[src/rtl/usb_tx_line_encoder.sv]
// USB transmit line encoder: bit timer, byte serializer, NRZI and differential pin drive.
// Optional bit stuffing is compiled in when TX_BIT_STUFF_EN is defined.
module usb_tx_line_encoder (
  input  logic       clk,
  input  logic       n_rst,
  input  logic       enable_timer,
  input  logic       clear_timer,
  input  logic       load_enable,
  input  logic [7:0] data_pts,
  input  logic [2:0] state_val,
  output logic       shift_strobe,
  output logic       flag,
  output logic       dplus,
  output logic       dminus
);

  typedef enum logic [1:0] {
    LINE_J   = 2'd0,
    LINE_K   = 2'd1,
    LINE_SE0 = 2'd2
  } line_t;

  function automatic line_t toggled(input line_t l);
    return (l == LINE_J) ? LINE_K : LINE_J;
  endfunction

  logic [3:0] cnt;
  logic [1:0] ph;
  logic [3:0] period_last;

  line_t      line_q, line_d;
  logic [7:0] hold, hold_d;
  logic       hold_v, hold_v_d;
  logic [7:0] sr, sr_d;
  logic       sr_v, sr_v_d;
  logic [2:0] bc, bc_d;

  logic       st_idle, st_data, st_eop;
  logic       data_strobe, stuff, take_bit;

`ifdef TX_BIT_STUFF_EN
  logic [2:0] ones, ones_d;
`endif

  // Bit timer: 8 + 8 + 9 clocks = 3 bits per 25 clocks (12 Mb/s from 100 MHz)
  assign period_last  = (ph == 2'd2) ? 4'd8 : 4'd7;
  assign shift_strobe = enable_timer & ~clear_timer & (cnt == period_last);

  always_ff @(posedge clk or negedge n_rst) begin
    if (!n_rst) begin
      cnt <= '0;
      ph  <= '0;
    end else if (clear_timer) begin
      cnt <= '0;
      ph  <= '0;
    end else if (shift_strobe) begin
      cnt <= '0;
      ph  <= (ph == 2'd2) ? 2'd0 : ph + 2'd1;
    end else if (enable_timer) begin
      cnt <= cnt + 4'd1;
    end
  end

  assign st_idle     = (state_val == 3'd0);
  assign st_eop      = (state_val >= 3'd6);
  assign st_data     = ~st_idle & ~st_eop;
  assign data_strobe = shift_strobe & st_data & sr_v;

`ifdef TX_BIT_STUFF_EN
  assign stuff = data_strobe & (ones == 3'd6);
`else
  assign stuff = 1'b0;
`endif

  assign take_bit = data_strobe & ~stuff;
  assign flag     = take_bit & (bc == 3'd7);

  always_comb begin
    line_d   = line_q;
    hold_d   = hold;
    hold_v_d = hold_v;
    sr_d     = sr;
    sr_v_d   = sr_v;
    bc_d     = bc;
`ifdef TX_BIT_STUFF_EN
    ones_d   = ones;
`endif
    if (st_idle) begin
      line_d = LINE_J;
      sr_v_d = 1'b0;
      bc_d   = '0;
`ifdef TX_BIT_STUFF_EN
      ones_d = '0;
`endif
    end else begin
      if (!sr_v && hold_v) begin
        sr_d     = hold;
        sr_v_d   = 1'b1;
        hold_v_d = 1'b0;
      end
      if (stuff) begin
        line_d = toggled(line_q);
`ifdef TX_BIT_STUFF_EN
        ones_d = '0;
`endif
      end else if (take_bit) begin
        if (!sr[0]) line_d = toggled(line_q);
`ifdef TX_BIT_STUFF_EN
        ones_d = sr[0] ? ones + 3'd1 : 3'd0;
`endif
        sr_d = {1'b0, sr[7:1]};
        bc_d = bc + 3'd1;
        // Last bit: chain the next byte straight from hold so no bit period is lost
        if (bc == 3'd7) begin
          if (hold_v) begin
            sr_d     = hold;
            hold_v_d = 1'b0;
          end else begin
            sr_v_d = 1'b0;
          end
        end
      end
      if (shift_strobe && st_eop) line_d = LINE_SE0;
    end
    if (load_enable) begin
      hold_d   = data_pts;
      hold_v_d = 1'b1;
    end
  end

  always_ff @(posedge clk or negedge n_rst) begin
    if (!n_rst) begin
      line_q <= LINE_J;
      dplus  <= 1'b1;
      dminus <= 1'b0;
      hold   <= '0;
      hold_v <= 1'b0;
      sr     <= '0;
      sr_v   <= 1'b0;
      bc     <= '0;
`ifdef TX_BIT_STUFF_EN
      ones   <= '0;
`endif
    end else begin
      line_q <= line_d;
      dplus  <= (line_d == LINE_J);
      dminus <= (line_d == LINE_K);
      hold   <= hold_d;
      hold_v <= hold_v_d;
      sr     <= sr_d;
      sr_v   <= sr_v_d;
      bc     <= bc_d;
`ifdef TX_BIT_STUFF_EN
      ones   <= ones_d;
`endif
    end
  end

endmodule
[config.mk]
export PLATFORM = sky130hd
export DESIGN_NAME = usb_tx_line_encoder
export DESIGN_NICKNAME = d
export VERILOG_FILES = /design/src/rtl/usb_tx_line_encoder.sv
export SDC_FILE = /design/constraint.sdc
export NUM_CORES = 1
export LEC_CHECK = 0
export CELL_PAD_IN_SITES_DETAIL_PLACEMENT = 0
export CELL_PAD_IN_SITES_GLOBAL_PLACEMENT = 1
export CORE_MARGIN = 1
export CORE_UTILIZATION = 31
export DETAILED_ROUTE_END_ITERATION = 16
export HOLD_SLACK_MARGIN = 0.12
export MAX_ROUTING_LAYER = met4
export PLACE_DENSITY = 0.68
export SYNTH_ARGS = -nofsm -noshare
export SYNTH_HDL_FRONTEND = slang
export SYNTH_SLANG_ARGS = --single-unit
export TNS_END_PERCENT = 50
[constraint.sdc]
create_clock -name clk -period 2.7 [get_ports clk]
set_clock_uncertainty 0.1 [all_clocks]
set_input_delay 0.675 -clock clk [delete_from_list [all_inputs] [get_ports clk]]
set_output_delay 0.675 -clock clk [all_outputs]
set_load 0.05 [all_outputs]
==> results of run 1 <==
## worst max-delay path, stage by stage
cell	delay [ns]
clkdlybuf4s50_1	0.47
inv_1	0.06
nor2_2	0.14
o2111ai_2	0.17
nor2_2	0.18
buf_12	0.15
## path summary, 6_finish.rpt
check                      slack [ns]           endpoint           startpoint  cells after the start
max reg2reg                      0.52  sr[4]$_DFFE_PN0P_   cnt[0]$_DFFE_PN0P_                      8
min reg2reg                      0.37   dminus$_DFF_PN0_  line_q[1]$_DFF_PN0_                      1
min                              0.37   dminus$_DFF_PN0_  line_q[1]$_DFF_PN0_                      1
max in group asynchronous        1.50    dplus$_DFF_PN1_                n_rst                      2
min in group asynchronous        0.68  bc[2]$_DFFE_PN0P_                n_rst                      2
max                              0.08               flag         enable_timer                      6
## cells by family after synthesis
family / count (synthesis) / share of synthesized area
and+or+nand+nor: 36 / 0.115
DFF: 31 / 0.498
muxes: 27 / 0.204
AOI/OAI and AO/OA: 22 / 0.118
buffers and inverters: 8 / 0.0241
xor gates and xnor gates: 3 / 0.0168
adders and majority gates: 3 / 0.0241
## where the power goes
| group | total (uW) | leakage, uW | switching, uW | internal, uW |
|---|---|---|---|---|
| logic | 160 | 0.000496 | 57.6 | 102 |
| registers | 547 | 0.000384 | 29.2 | 518 |
| clock network | 361 | 0.0000402 | 182 | 179 |
| total | 1070 | 0.000920 | 268 | 799 |
## routing by layer
metal	wire [um]	vias to the layer above	share of wire
met4	55	0	0.019
met3	102	5	0.035
met1	1380	534	0.48
li1	-	538	-
met5	0	-	0
met2	1360	17	0.47
## Yosys cell counts, drive strengths merged
cell type	instances	area, um2
nor3	4	31.3
nor2b	1	6.26
nand2	7	26.3
mux2i	7	70.1
a22oi	3	22.5
o32ai	1	27.5
a21boi	1	7.51
o2111ai	3	43.8
o21bai	1	7.51
dfrtp	30	751
nand3	2	10.0
clkbuf	1	3.75
o21ai	7	38.8
a21oi	4	20.0
ha	3	37.5
nor2	16	60.1
nor4b	1	15.0
and2	2	12.5
a2bb2oi	1	8.76
o211ai	1	7.51
dfstp	1	26.3
xor2	3	26.3
or3	3	18.8
inv	6	22.5
mux2	20	248
buf	1	11.3
## placed cells by master (no fill, tap or decap), types with 2 or more instances in the layout
| cell | netlist | final |
|---|---|---|
| a21oi_1 | 4 | 4 |
| a22oi_1 | 3 | 3 |
| and2_1 | 2 | 2 |
| buf_12 | 0 | 3 |
| buf_4 | 0 | 14 |
| clkbuf_8 | 0 | 5 |
| clkdlybuf4s50_1 | 0 | 17 |
| clkinvlp_4 | 0 | 2 |
| dfrtp_1 | 30 | 30 |
| ha_1 | 3 | 3 |
| inv_1 | 6 | 6 |
| mux2_2 | 14 | 14 |
| mux2_4 | 6 | 6 |
| mux2i_1 | 7 | 7 |
| nand2_1 | 7 | 7 |
| nand3_1 | 2 | 2 |
| nor2_1 | 16 | 14 |
| nor2_2 | 0 | 2 |
| nor3_1 | 3 | 3 |
| o21ai_0 | 6 | 6 |
| or3_1 | 3 | 3 |
| xor2_1 | 3 | 3 |
## state kept, by name (all words and copies together), names as in the netlist
name / flops
hold_v: 1
dminus: 1
sr: 8
bc: 3
sr_v: 1
line_q: 2
dplus: 1
hold: 8
ph: 2
cnt: 4
## area by class of cell
type | instances | area [um2]
fill | 454 | 2720
sequential | 31 | 777
multi-input combinational | 91 | 761
timing repair buffer | 34 | 335
tap | 67 | 83.8
clock buffer | 5 | 68.8
inverter | 6 | 22.5
clock inverter | 3 | 20.0
## metrics by stage
stage,setup TNS [ns],std cells,util,setup slack (ns),hold WS [ns]
after global routing,0,237,0.432,0.0152,0.384
after floorplan,0,130,-,0.174,0.279
after detailed placement,-0.284,229,0.411,-0.0561,0.373
final,0,237,0.432,0.0760,0.368
after CTS,0,237,0.430,0.0110,0.373
after global placement,-0.0281,229,0.411,-0.00505,0.349
==> results.yml, run 1 <==
worst_setup_path:
  cp_max_fo: 2
  worst_ep_required_time_ns: 1.92
  timing.critical_path.from_type: "input pin"
  endpoint_kind: "primary output"
  timing.setup.critical_path_class: "input pin to primary output"
  data_arrival_time_of_the_critical_path_ns: 1.85
timing:
  rsz0062_at_grt: "false"
  layout_min_cycle_time_ns: 2.62
  tightestPinTransition_ns: 0.544
  setup_viol: 0
  final_min_period_over_clock_period: 0.972
  report.final.slew_viol_count: 0
  hold_viol: 0
  achievable-frequency_mhz: 381
  slew_headroom: 0.637
cts:
  ctsLongestPathBuffers: 2
  cts.repair.resized: 0
  cts_post_setup_buffers_inserted: 0
  clock_sinks: 31
  tritoncts: "built"
  cts_hold_buffers: 0
  cts.root.buffer_cell: "clkbuf_8"
  htree_levels: 2
  clkTransAtPathRegs_ns: 0.07
  numCtsBuffers: 5
  clk-insertion-delay-late_ns: 0.28
die:
  die_x_um: 72.9
  fp.coreArea_um2: 4790
  floorplan.io_pins: 20
  die_y_um: 72.9
  start_util: 0.326
  rows: 25
  design.die.area_um2: 5320
routing:
  postRouteAntennaNets: 0
  drt-pass1-iter-count: 4
  drt-total-wl_um: 2900
  via_count: 1094
  wl_per_cell_um: 12.2
  drc_errors: 0
  detail_route.vias_per_cell: 4.62
  detail_route.iter0.violations: 37
global_routing:
  global_route_wire_length_before_repair_um: 5200
  pin_count_of_the_biggest_net_entering_global_routing: 32
  global_route.overflow_total: 0
  grt_util_met1: 0.161
  grt.total_usage: 0.138
  grt_antenna_before_repair: 0
  vias_in_the_first_global_route: 1150
  busiest_layer: "met2"
  grt.met3_usage: 0.0456
  use_met2: 0.211
finish:
  final_net_count: 188
  design_area_final_um2: 2070
  drive_gt1_frac: 0.324
  flow.area_growth_from_synthesis_pct: 32.6
  antenna-diode-count: 0
logic_synthesis:
  synth-seq-area-share: 0.498
  synth_area_um2: 1560
  synth.ff_latch_count: 31
  netlist-cell-type-count: 30
  ys.warnings.count: 0
  post_synth_inst_count: 130
  synth.avg_cell_area_um2: 12.0
  postSynthNetCount: 149
power_and_ir_drop:
  static-leakage-power_uw: 0.000920
  power.ir.vdd_worst_mv: 0.268
  total_power_uw: 1070
  power_density_nw_per_um2: 516
run_status:
  run_status: "complete, no violations"
placement:
  post_dp_cell_area_um2: 1970
  detailed_place_hpwl_um: 2140
  globalplace.congestion: 0.732
  portBuffers: 19
run:
  max_cap_viol_count: 0
min_path:
  hold_class: "flip-flop to flip-flop"
Note: power is estimated with default switching activity, not from simulation.
==> inputs of run 2 (changes only) <==
==> constraint.sdc (replaced) <==
create_clock -name clk -period 3.1 [get_ports clk]
set_clock_uncertainty 0.1 [all_clocks]
set_input_delay 0.775 -clock clk [delete_from_list [all_inputs] [get_ports clk]]
set_output_delay 0.775 -clock clk [all_outputs]
set_load 0.05 [all_outputs]
==> run 2 against run 1 <==
  * Non-clock buffer count is 6 lower
  * Combinational power is 18% lower
  * Core utilization is 1.2 points lower
  * Sequential share of layout area is 1.1 points higher
  * Critical path type unchanged
  * Via count is 2.2% lower
  * Critical path depth stayed put
  * Power is 10% lower
  * Setup slack better by 0.074 ns
  * Largest cell class unchanged
  * Clock-buffer cell count is 2 higher
  * Clock power is 2% lower
  * Routed wire length is 1.5% higher
  * Register-to-register slack better by 0.41 ns
==> results.yml, run 2 (same netlist as run 1, synthesis figures left out) <==
placement:
  portBuffers: 19
  globalplace.congestion: 0.769
  detailed_place_hpwl_um: 2150
power_and_ir_drop:
  combinationalPowerShare: 0.137
  power_density_nw_per_um2: 478
  total_power_uw: 961
  seq_power_share: 0.497
  static-leakage-power_uw: 0.000902
  clock_power_frac: 0.366
  power.ir.vdd_worst_mv: 0.299
  netSwitchingPower_uw: 224
  p_int_uw: 737
  fraction_of_power_spent_switching_nets: 0.233
timing:
  report.final.slew_viol_count: 0
  fin_tns_setup_ns: 0
  tightestPinTransition_ns: 0.612
  slew_headroom: 0.592
  rsz0062_at_grt: "false"
  final_min_period_over_clock_period: 0.952
  hold_viol: 0
  layout_min_cycle_time_ns: 2.95
  achievable-frequency_mhz: 339
  setup_viol: 0
finish:
  reg_top3: "hold (8), sr (8), cnt (4)"
  final_net_count: 182
  layout_commonest_cell: "dfrtp_1"
  layout_common_cells: "dfrtp_1, clkdlybuf4s50_1, nor2_1"
  fillerInstances: 471
  antenna-diode-count: 0
  drive_gt1_frac: 0.274
  flow.area_growth_from_synthesis_pct: 28.9
routing:
  via_count: 1070
  detail_route.iter0.violations: 30
  wl_per_cell_um: 12.7
  drt-total-wl_um: 2940
  detail_route.vias_per_cell: 4.63
  drc_errors: 0
  drt-pass1-iter-count: 4
  postRouteAntennaNets: 0
global_routing:
  grt.met3_usage: 0.0373
  vias_in_the_first_global_route: 1095
  grt_util_met1: 0.161
  grt_antenna_before_repair: 0
  grt.total_usage: 0.136
  global_route_wire_length_before_repair_um: 5150
  busiest_layer: "met2"
  global_route.overflow_total: 0
  pin_count_of_the_biggest_net_entering_global_routing: 32
  use_met2: 0.216
min_path:
  hold_class: "flip-flop to flip-flop"
  holdPathStages: 1
run_status:
  run_status: "complete, no violations"
cts:
  tritoncts: "built"
  clkTransAtPathRegs_ns: 0.06
  ctsLongestPathBuffers: 2
  htree_levels: 2
  clock_sinks: 31
  cts.root.buffer_cell: "clkbuf_8"
  cts_hold_buffers: 0
  numCtsBuffers: 5
  cts.repair.resized: 0
  cts_post_setup_buffers_inserted: 0
  clk-insertion-delay-late_ns: 0.28
die:
  fp.coreArea_um2: 4790
  floorplan.io_pins: 20
  die_y_um: 72.9
  start_util: 0.326
  design.die.area_um2: 5320
  die_x_um: 72.9
  rows: 25
worst_setup_path:
  cp_max_fo: 3
  timing.critical_path.from_type: "input pin"
  endpoint_kind: "primary output"
  data_arrival_time_of_the_critical_path_ns: 2.07
  worst_ep_required_time_ns: 2.22
  register_to_register_path_depth: 6
  timing.setup.critical_path_class: "input pin to primary output"
run:
  max_cap_viol_count: 0
-- run 2: cell count changes in the layout (fill, tap and decap cells not counted), moves of 2 or more --
| cell | delta |
|---|---|
| buf_4 | -5 |
| nor2_2 | -2 |
| clkbuf_8 | +2 |
| nor2_1 | +2 |
-- run 2: cell type report --
type | count | area (um2) | share of cell area
Clock inverter | 1 | 7.51 | 0.00373
Tap cell | 67 | 83.8 | 0.0417
Clock buffer | 7 | 96.3 | 0.0479
Inverter | 6 | 22.5 | 0.0112
Timing Repair Buffer | 28 | 278 | 0.138
Multi-Input combinational cell | 91 | 746 | 0.371
Sequential cell | 31 | 777 | 0.386
-- run 2: final timing paths --
kind / endpoint / slack, ns / start
worst max register to register: sr[3]$_DFFE_PN0P_ / 0.93 / cnt[3]$_DFFE_PN0P_
worst min register to register: dminus$_DFF_PN0_ / 0.39 / line_q[1]$_DFF_PN0_
worst max-delay path: flag / 0.15 / enable_timer
min in group asynchronous: ph[0]$_DFFE_PN0P_ / 0.79 / n_rst
max in group asynchronous: dplus$_DFF_PN1_ / 1.79 / n_rst
worst min-delay path: dminus$_DFF_PN0_ / 0.39 / line_q[1]$_DFF_PN0_
-- run 2: per-stage QoR --
| step | hold WS (ns) | utilization | area, um2 | setup slack (ns) | instances |
|---|---|---|---|---|---|
| 4_1_cts | 0.381 | 0.420 | 2010 | 0.126 | 231 |
| 2_1_floorplan | 0.336 | - | 1560 | 0.168 | 130 |
| 6_report | 0.385 | 0.420 | 2010 | 0.150 | 231 |
| 3_5_place_dp | 0.381 | 0.398 | 1910 | 0.129 | 223 |
| 3_3_place_gp | 0.356 | 0.398 | 1910 | 0.150 | 223 |
| 5_1_grt | 0.407 | 0.420 | 2010 | 0.0520 | 231 |
-- run 2: worst max-delay path, stage by stage --
cell and delay [ns]:
clkdlybuf4s50_1 0.49, inv_1 0.06, nor2_1 0.15, o2111ai_1 0.20
nor2_1 0.23, buf_12 0.17
-- run 2: power groups by stage --
| stage | sequential [uW] | combinational [uW] | clock (uW) |
|---|---|---|---|
| 2_1_floorplan | 476 | 86.0 | 0 |
| 3_3_place_gp | 482 | 130 | 0 |
| 3_5_place_dp | 484 | 133 | 0 |
| 4_1_cts | 477 | 134 | 370 |
| 5_1_grt | 484 | 146 | 383 |
| 6_report | 478 | 132 | 352 |
-- run 2: metal layers --
layer  vias to the layer above  share of wire
met3                         5          0.031
met1                       515           0.46
met5                         -              0
met4                         0          0.017
li1                        531              -
met2                        19           0.49
==> inputs of run 3 (changes only) <==
--- a/config.mk
+++ b/config.mk
@@ -5,6 +5,7 @@
 export SDC_FILE = /design/constraint.sdc
 export NUM_CORES = 1
 export LEC_CHECK = 0
+export CAP_MARGIN = 15
 export CELL_PAD_IN_SITES_DETAIL_PLACEMENT = 0
 export CELL_PAD_IN_SITES_GLOBAL_PLACEMENT = 1
 export CORE_MARGIN = 1
==> results of run 3 <==
No change in the layout: final DEF, timing and power equal those of run 2.
